--- config.mk ---
export PLATFORM = sky130hd
export DESIGN_NAME = sipo_frame_receiver_flat
export DESIGN_NICKNAME = d
export VERILOG_FILES = /design/src/rtl/sipo_frame_if.sv /design/src/rtl/sipo_frame_receiver.sv /design/src/flat_wrapper.sv
export SDC_FILE = /design/constraint.sdc
export NUM_CORES = 1
export LEC_CHECK = 0
export CAP_MARGIN = 20
export CORE_AREA = 2 2 39 41
export DETAILED_ROUTE_END_ITERATION = 7
export DIE_AREA = 0 0 41 43
export GPL_TIMING_DRIVEN = 0
export PLACE_DENSITY = 0.67
export SLEW_MARGIN = 10
export SYNTH_ARGS = -nofsm -noshare
export SYNTH_HDL_FRONTEND = slang
export SYNTH_SLANG_ARGS = --single-unit
--- constraint.sdc ---
create_clock -name clk -period 1.87 [get_ports clk]
set_input_delay 0.561 -clock clk [delete_from_list [all_inputs] [get_ports clk]]
set_output_delay 0.561 -clock clk [all_outputs]
set_load 0.02 [all_outputs]
--- src/rtl/sipo_frame_if.sv ---
// Bundle of the serial-in side and the valid/ready word output of sipo_frame_receiver.
// The receiver uses the slave modport; whoever drives the serial stream and consumes words uses master.
interface sipo_frame_if #(
    parameter int WIDTH = 4
);
    logic             start;
    logic             ser_in;
    logic             ser_en;
    logic [WIDTH-1:0] out_data;
    logic             out_valid;
    logic             out_ready;
    logic             busy;
    logic             overrun;
    logic             parity_err;

    modport master (
        output start, ser_in, ser_en, out_ready,
        input  out_data, out_valid, busy, overrun, parity_err
    );

    modport slave (
        input  start, ser_in, ser_en, out_ready,
        output out_data, out_valid, busy, overrun, parity_err
    );
endinterface

--- src/rtl/sipo_frame_receiver.sv ---
// Reassembles LSB-first serial frames into WIDTH-bit words held behind a valid/ready handshake.
// Optional even-parity trailer bit is enabled by defining PARITY_CHECK_EN.
module sipo_frame_receiver #(
    parameter int WIDTH = 4
) (
    input  logic         clk,
    input  logic         reset,
    sipo_frame_if.slave  bus
);
`ifdef PARITY_CHECK_EN
    localparam int FRAME_BITS = WIDTH + 1;
`else
    localparam int FRAME_BITS = WIDTH;
`endif
    localparam int CW = $clog2(WIDTH + 2);
    localparam logic [CW-1:0] LAST_IDX = CW'(FRAME_BITS - 1);

    typedef enum logic {IDLE, RECV} state_t;

    state_t           state_q, state_d;
    logic [CW-1:0]    count_q, count_d;
    logic [WIDTH-1:0] data_q, data_d;
    logic             valid_q, valid_d;
    logic             busy_q, busy_d;
    logic             overrun_q, overrun_d;
    logic             frame_done;
    logic             consume;
    logic [WIDTH-1:0] word;

`ifdef PARITY_CHECK_EN
    // Full-width shifter: the parity bit arrives after the data and is never shifted in.
    logic [WIDTH-1:0] shift_q, shift_d;
    logic             par_acc_q, par_acc_d;
    logic             perr_q, perr_d;
    logic             word_perr;
`else
    // Only WIDTH-1 bits are stored; the final bit is taken straight from ser_in.
    logic [WIDTH-2:0] shift_q, shift_d;
    logic [WIDTH-1:0] shift_in;
`endif

    always_comb begin
        state_d    = state_q;
        count_d    = count_q;
        shift_d    = shift_q;
        frame_done = 1'b0;
`ifdef PARITY_CHECK_EN
        par_acc_d  = par_acc_q;
        word       = shift_q;
        word_perr  = par_acc_q ^ bus.ser_in;
`else
        shift_in   = {bus.ser_in, shift_q};
        word       = shift_in;
`endif
        case (state_q)
            IDLE: begin
                // ser_in is not yet meaningful in the start cycle, so nothing is sampled
                if (bus.start) begin
                    state_d = RECV;
                    count_d = '0;
`ifdef PARITY_CHECK_EN
                    par_acc_d = 1'b0;
`endif
                end
            end
            RECV: begin
                if (bus.start) begin
                    count_d = '0;
`ifdef PARITY_CHECK_EN
                    par_acc_d = 1'b0;
`endif
                end else if (bus.ser_en) begin
                    count_d = count_q + CW'(1);
`ifdef PARITY_CHECK_EN
                    par_acc_d = par_acc_q ^ bus.ser_in;
                    if (count_q < CW'(WIDTH)) begin
                        shift_d = {bus.ser_in, shift_q[WIDTH-1:1]};
                    end
`else
                    shift_d = shift_in[WIDTH-1:1];
`endif
                    if (count_q == LAST_IDX) begin
                        frame_done = 1'b1;
                        state_d    = IDLE;
                    end
                end
            end
            default: state_d = IDLE;
        endcase
    end

    // Output holding register: a completing word may replace one that is consumed on the same edge.
    always_comb begin
        data_d    = data_q;
        valid_d   = valid_q;
        overrun_d = overrun_q;
`ifdef PARITY_CHECK_EN
        perr_d    = perr_q;
`endif
        consume   = valid_q && bus.out_ready;
        if (frame_done) begin
            if (!valid_q || consume) begin
                data_d  = word;
                valid_d = 1'b1;
`ifdef PARITY_CHECK_EN
                perr_d  = word_perr;
`endif
            end else begin
                overrun_d = 1'b1;
            end
        end else if (consume) begin
            valid_d = 1'b0;
        end
        busy_d = (state_d == RECV);
    end

    always_ff @(posedge clk) begin
        if (reset) begin
            state_q   <= IDLE;
            count_q   <= '0;
            shift_q   <= '0;
            data_q    <= '0;
            valid_q   <= 1'b0;
            busy_q    <= 1'b0;
            overrun_q <= 1'b0;
`ifdef PARITY_CHECK_EN
            par_acc_q <= 1'b0;
            perr_q    <= 1'b0;
`endif
        end else begin
            state_q   <= state_d;
            count_q   <= count_d;
            shift_q   <= shift_d;
            data_q    <= data_d;
            valid_q   <= valid_d;
            busy_q    <= busy_d;
            overrun_q <= overrun_d;
`ifdef PARITY_CHECK_EN
            par_acc_q <= par_acc_d;
            perr_q    <= perr_d;
`endif
        end
    end

    assign bus.out_data  = data_q;
    assign bus.out_valid = valid_q;
    assign bus.busy      = busy_q;
    assign bus.overrun   = overrun_q;
`ifdef PARITY_CHECK_EN
    assign bus.parity_err = perr_q;
`else
    assign bus.parity_err = 1'b0;
`endif
endmodule

--- src/flat_wrapper.sv ---
// flat-port wrapper written by rule: the top's interface ports become plain ports
module sipo_frame_receiver_flat 
#(
    parameter int WIDTH = 4
)
  (clk, reset, bus_start, bus_ser_in, bus_ser_en, bus_out_ready, bus_out_data, bus_out_valid, bus_busy, bus_overrun, bus_parity_err);
  sipo_frame_if #(.WIDTH(WIDTH)) bus_i ();
  input  logic clk;
  input  logic reset;
  input wire logic [$bits(bus_i.start)-1:0] bus_start;
  input wire logic [$bits(bus_i.ser_in)-1:0] bus_ser_in;
  input wire logic [$bits(bus_i.ser_en)-1:0] bus_ser_en;
  input wire logic [$bits(bus_i.out_ready)-1:0] bus_out_ready;
  output wire logic [$bits(bus_i.out_data)-1:0] bus_out_data;
  output wire logic [$bits(bus_i.out_valid)-1:0] bus_out_valid;
  output wire logic [$bits(bus_i.busy)-1:0] bus_busy;
  output wire logic [$bits(bus_i.overrun)-1:0] bus_overrun;
  output wire logic [$bits(bus_i.parity_err)-1:0] bus_parity_err;
  assign bus_i.start = bus_start;
  assign bus_i.ser_in = bus_ser_in;
  assign bus_i.ser_en = bus_ser_en;
  assign bus_i.out_ready = bus_out_ready;
  assign bus_out_data = bus_i.out_data;
  assign bus_out_valid = bus_i.out_valid;
  assign bus_busy = bus_i.busy;
  assign bus_overrun = bus_i.overrun;
  assign bus_parity_err = bus_i.parity_err;
  sipo_frame_receiver #(.WIDTH(WIDTH)) u_core (.clk(clk), .reset(reset), .bus(bus_i));
endmodule
# ---- After elaboration in Yosys (flattened, before gate mapping)
# Index checks and enable logic that the tools add are counted.
dict set report totals {
  out_inout_bits 8
  inputBits 6
  reg_bits 13
}
dict set report op_classes {
  bitwise 3
  eq_ne 4
  n_reduce_logical 9
  add_sub_neg 1
  muxes 16
}
# operator n
set op_table {}
lappend op_table {{1-bit 2-to-1 mux} 11}
lappend op_table {{3-bit 2-to-1 mux} 3}
lappend op_table {{2-bit AND reduction} 4}
lappend op_table {{3-bit one-hot mux with 2 select lines} 1}
lappend op_table {{2-bit != test, second input constant} 2}
lappend op_table {{3-bit by 1-bit adder with 3-bit output, second input constant} 1}
lappend op_table {{3-bit by 2-bit == test with 1-bit output, second input constant} 1}
lappend op_table {{3-bit != test, second input constant} 1}
lappend op_table {{1-bit NOT} 3}
lappend op_table {{3-bit AND reduction} 1}
lappend op_table {{1-bit one-hot mux with 2 select lines} 1}
lappend op_table {{2-bit nonzero test} 1}
lappend op_table {{1-bit logical AND} 1}
lappend op_table {{1-bit zero test} 1}
lappend op_table {{1-bit logical OR} 1}

# ---- Longest topological paths before layout
dict set report depth {
  ltp_word 7
  mapped_depth 5
  mapped_depth_nobuf 5
}

# ---- Worst setup path before layout
# OpenSTA, ideal clock, no wires.
dict set report synth_timing {
  path_kind {reg2reg}
  from {reg u_core.count_q[0]}
  to {reg u_core.count_q[2]}
  t_required_ns 1.767
  setup_slack_ns 0.527
  arrival_ns 1.239
  stages_incl_launch_ff 5
  n_path_buf 0
  cell_sequence {dfxtp_1 > ha_1 > ha_1 > and3_2 > a2111oi_2}
}
dict set report synth_between {
  elab_chain_cells 4
}
# element line
set synth_lines {}
lappend synth_lines {{start, declared} sipo_frame_receiver.sv:21} ;# logic [CW-1:0] count_q, count_d;
lappend synth_lines {{start signal, assigned} sipo_frame_receiver.sv:132} ;# count_q <= count_d;
lappend synth_lines {{3-bit by 1-bit adder with 3-bit output} sipo_frame_receiver.sv:73} ;# count_d = count_q + CW'(1);
lappend synth_lines {{3-bit 2-to-1 mux} sipo_frame_receiver.sv:72} ;# end else if (bus.ser_en) begin
lappend synth_lines {{3-bit 2-to-1 mux} sipo_frame_receiver.sv:67} ;# if (bus.start) begin
lappend synth_lines {{3-bit one-hot mux with 2 select lines} sipo_frame_receiver.sv:55} ;# case (state_q)
# Every way passes these cells. The select of a mux whose other input is x is not followed.
# A chain may end at the register's enable or synchronous reset.

# ---- Worst setup path after layout
dict set report layout_timing {
  from {reg u_core.valid_q, in the netlist u_core.bus.out_valid}
  to {out bus_out_valid}
}
# element line
set layout_lines {}
lappend layout_lines {{start, declared} sipo_frame_receiver.sv:23} ;# logic valid_q, valid_d;
lappend layout_lines {{start signal, assigned} sipo_frame_receiver.sv:135} ;# valid_q <= valid_d;
lappend layout_lines {{end, declared} flat_wrapper.sv:15} ;# output wire logic [$bits(bus_i.out_valid)-1:0] bus_out_valid;
# No word-level cell between the ends.

==> summary.txt <==
Result of the run -> finished clean
Netlist area before placement -> 527 sq um
Effective utilization at floorplan -> 38.1%
Proportion of layout cells with a drive suffix above 1 -> 9.86%
Clock transition at the registers of the reported paths -> 70 ps
Sequential element share of the synthesized area -> 49.4%
Setup repair after global routing missed its margin -> false
I/O Buffers -> 12
Count of mapped cells out of synthesis -> 55
Largest net degree at the start of global routing -> 11
Clock tree from TritonCTS -> yes
Average wire length per cell after detail routing -> 10.5 um
Final weighted congestion of routability-driven global placement -> 0.737
Aggregate negative setup slack -> 0 ps
Depth of the worst hold-timing path -> 2
Worst-case clock skew -> 4.95 ps
Synthesized flop and latch total -> 13
Placeable core area -> 1380 sq um
Worst R2R Path Depth -> 4
Number of antenna-violating nets in the routed design -> 0
Maximum clock frequency -> 563 MHz
Average cell area after synthesis -> 9.58 sq um
ANT cells -> 0
Number of max-cap violations -> 0
CTS Root Buffer Type -> sky130_fd_sc_hd__clkbuf_4
Post-route fraction of the period consumed by the critical path -> 94.9%
Cell class contributing the biggest share of worst-path delay -> buffers and inverters
Hold Path Origin -> u_core.bus.out_data[1]
Pwr Total -> 0.000493 W
Area of combinational cells with multiple inputs -> 251 sq um
Type of origin of the critical path -> flip-flop
Clock sink count -> 13
Final HPWL DP -> 711 um
Classification of the worst setup path -> reg -> out
Category of the worst setup path capture point -> primary output
Shortest period the worst path allows -> 1780 ps
Crit-path slowest cell -> sky130_fd_sc_hd__clkdlybuf4s50_1
Post-CTS Setup Inserts -> 0
Worst reg2reg path startpoint -> u_core.count_q[0]
Total global routing overflow -> 0
H-tree depth reported by CTS -> 1
Number of primary I/O pins -> 14
End point of the most critical hold path -> u_core.bus.out_data[1]
Total of hold buffers inserted after clock tree synthesis -> 0
Wire length of the first global-routing pass -> 1580 um
Synth Warn # -> 0
First drt pass iteration count -> 2
Total track usage -> 13.3%
Power density cells -> 713 nW/um^2
Maximum cell stage delay along the critical path -> 600 ps
Inserted Clock Buffers -> 3
Final setup vio count -> 0
Number of antenna violations at the first check in global routing -> 0
Total count of hold-check failures in the final report -> 0
Number of vias after detailed routing -> 416
Die Footprint -> 1760 sq um
Count of pins over their slew limit -> 0
Via-per-instance ratio -> 4.78
CP arrival -> 1210 ps
Routed wire length -> 913 um
# DRC -> 0
Die height -> 43 um
Critical path cell sequence -> clkdlybuf4s50_1
CP Buf/Inv Count -> 1
CP max FO -> 3
Standby leakage power -> 0.275 nW
DIE WIDTH -> 41 um
Hold WC Path Type -> reg -> reg
Critical path required time -> 1310 ps
Number of cells upsized or downsized after cts -> 1
Layout overhead on the synthesized area -> 31.4%
Clk buf depth -> 2
Layout fillers -> 145
Placement Rows -> 14
Worst flop-to-flop path endpoint -> u_core.count_q[2]
Number of distinct library cells after synthesis -> 21
Reg-to-reg slack, setup -> 470 ps
Syn Nets -> 63
Worst VDD drop -> 304 uV
Source-to-sink clock delay at the later pin of the worst-skew pair -> 270 ps
Detailed Route Iter0 Violations -> 4
Sequential standard cell area -> 260 sq um
Fin nets -> 80
Via count of the first global-routing pass -> 380
state kept, by name, summed over array words and instances (netlist names):
name and cells:
u_core.bus.out_data 4, u_core.bus.out_valid 1, u_core.bus.overrun 1, u_core.count_q 3
u_core.shift_q 3, u_core.state_q 1
cells in the final DEF (no fill, tap or decap):
cell type and n:
sky130_fd_sc_hd__clkbuf_4 3, sky130_fd_sc_hd__clkdlybuf4s50_1 11, sky130_fd_sc_hd__inv_1 1, sky130_fd_sc_hd__nand3b_1 1, sky130_fd_sc_hd__mux2i_1 4, sky130_fd_sc_hd__ha_1 2, sky130_fd_sc_hd__a2111oi_2 1, sky130_fd_sc_hd__nor2b_1 1
sky130_fd_sc_hd__nor3_1 2, sky130_fd_sc_hd__nand2_1 2, sky130_fd_sc_hd__dlygate4sd2_1 1, sky130_fd_sc_hd__clkbuf_1 2, sky130_fd_sc_hd__nor2_1 5, sky130_fd_sc_hd__conb_1 1, sky130_fd_sc_hd__nand2b_1 1, sky130_fd_sc_hd__o21ai_0 4
sky130_fd_sc_hd__dfxtp_1 13, sky130_fd_sc_hd__nand4b_1 1, sky130_fd_sc_hd__and4b_2 1, sky130_fd_sc_hd__a21oi_1 7, sky130_fd_sc_hd__and3_2 1, sky130_fd_sc_hd__xor2_1 1, sky130_fd_sc_hd__buf_4 1, sky130_fd_sc_hd__nand3_1 4
cell usage after synthesis, drive strengths merged:
master   instances  area (sq um)
a2111oi          1          15.0
a21oi            7          35.0
and3             1          7.51
and4b            1          11.3
buf              1          7.51
clkbuf           1          3.75
conb             1          3.75
dfxtp           13           260
ha               2          25.0
inv              1          3.75
mux2i            4          40.0
nand2            2          7.51
nand2b           1          6.26
nand3            4          20.0
nand3b           1          7.51
nand4b           1          8.76
nor2             5          18.8
nor2b            1          6.26
nor3             2          10.0
o21ai            4          20.0
xor2             1          8.76
where the power goes:
group	total [W]	switching [W]	internal, W
Combinational	0.0000386	0.0000191	0.0000194
Sequential	0.000284	0.00000351	0.000280
Clock	0.000171	0.0000887	0.0000825
logic make-up after synthesis:
logic type,share of synthesized area [%]
multiplexers,7.60
buffers and inverters,2.85
AO/OA/AOI/OAI,13.3
XOR/XNOR,1.66
adder cells (fa/ha/maj),4.75
other,0.712
flip-flops,49.4
AND/OR/NAND/NOR,19.7
area by class of cell:
class,count,share of cell area [%]
multi-input combinational,39,36.3
sequential,13,37.6
inverter,1,0.542
timing repair buffer,12,17.2
buffer,2,1.63
tap,16,2.89
clock buffer,4,3.80
per-stage QoR:
step	hold slack (ps)	instance area, sq um	utilization, %	cells	setup slack, ps
6_report	475	692	50.0	87	95.0
3_5_place_dp	457	667	48.2	83	24.1
4_1_cts	479	692	50.0	87	78.6
5_1_grt	494	692	50.0	87	37.8
3_3_place_gp	456	667	48.2	83	40.3
2_1_floorplan	443	527	-	55	527
per-layer routing:
metal / up-vias / part of all wire, % / track usage [%]
li1: 225 / - / -
met1: 182 / 47 / 18.6
met2: 7 / 49 / 17.8
met3: 2 / 3.0 / 1.57
met4: 0 / 1.1 / 10.0
met5: - / 0 / 0
worst max path at each step:
stage | startpoint | end | slack (ps) | cells past startpoint
2_1_floorplan | u_core.count_q[0] | u_core.count_q[2] | 530 | 4
3_3_place_gp | bus_start | u_core.bus.out_data[0] | 40 | 4
3_5_place_dp | bus_start | u_core.bus.out_data[0] | 20 | 4
4_1_cts | u_core.bus.out_valid | bus_out_valid | 80 | 1
5_1_grt | u_core.bus.overrun | bus_overrun | 40 | 1
6_report | u_core.bus.out_valid | bus_out_valid | 90 | 1
Note: power is estimated with default switching activity, not from simulation.
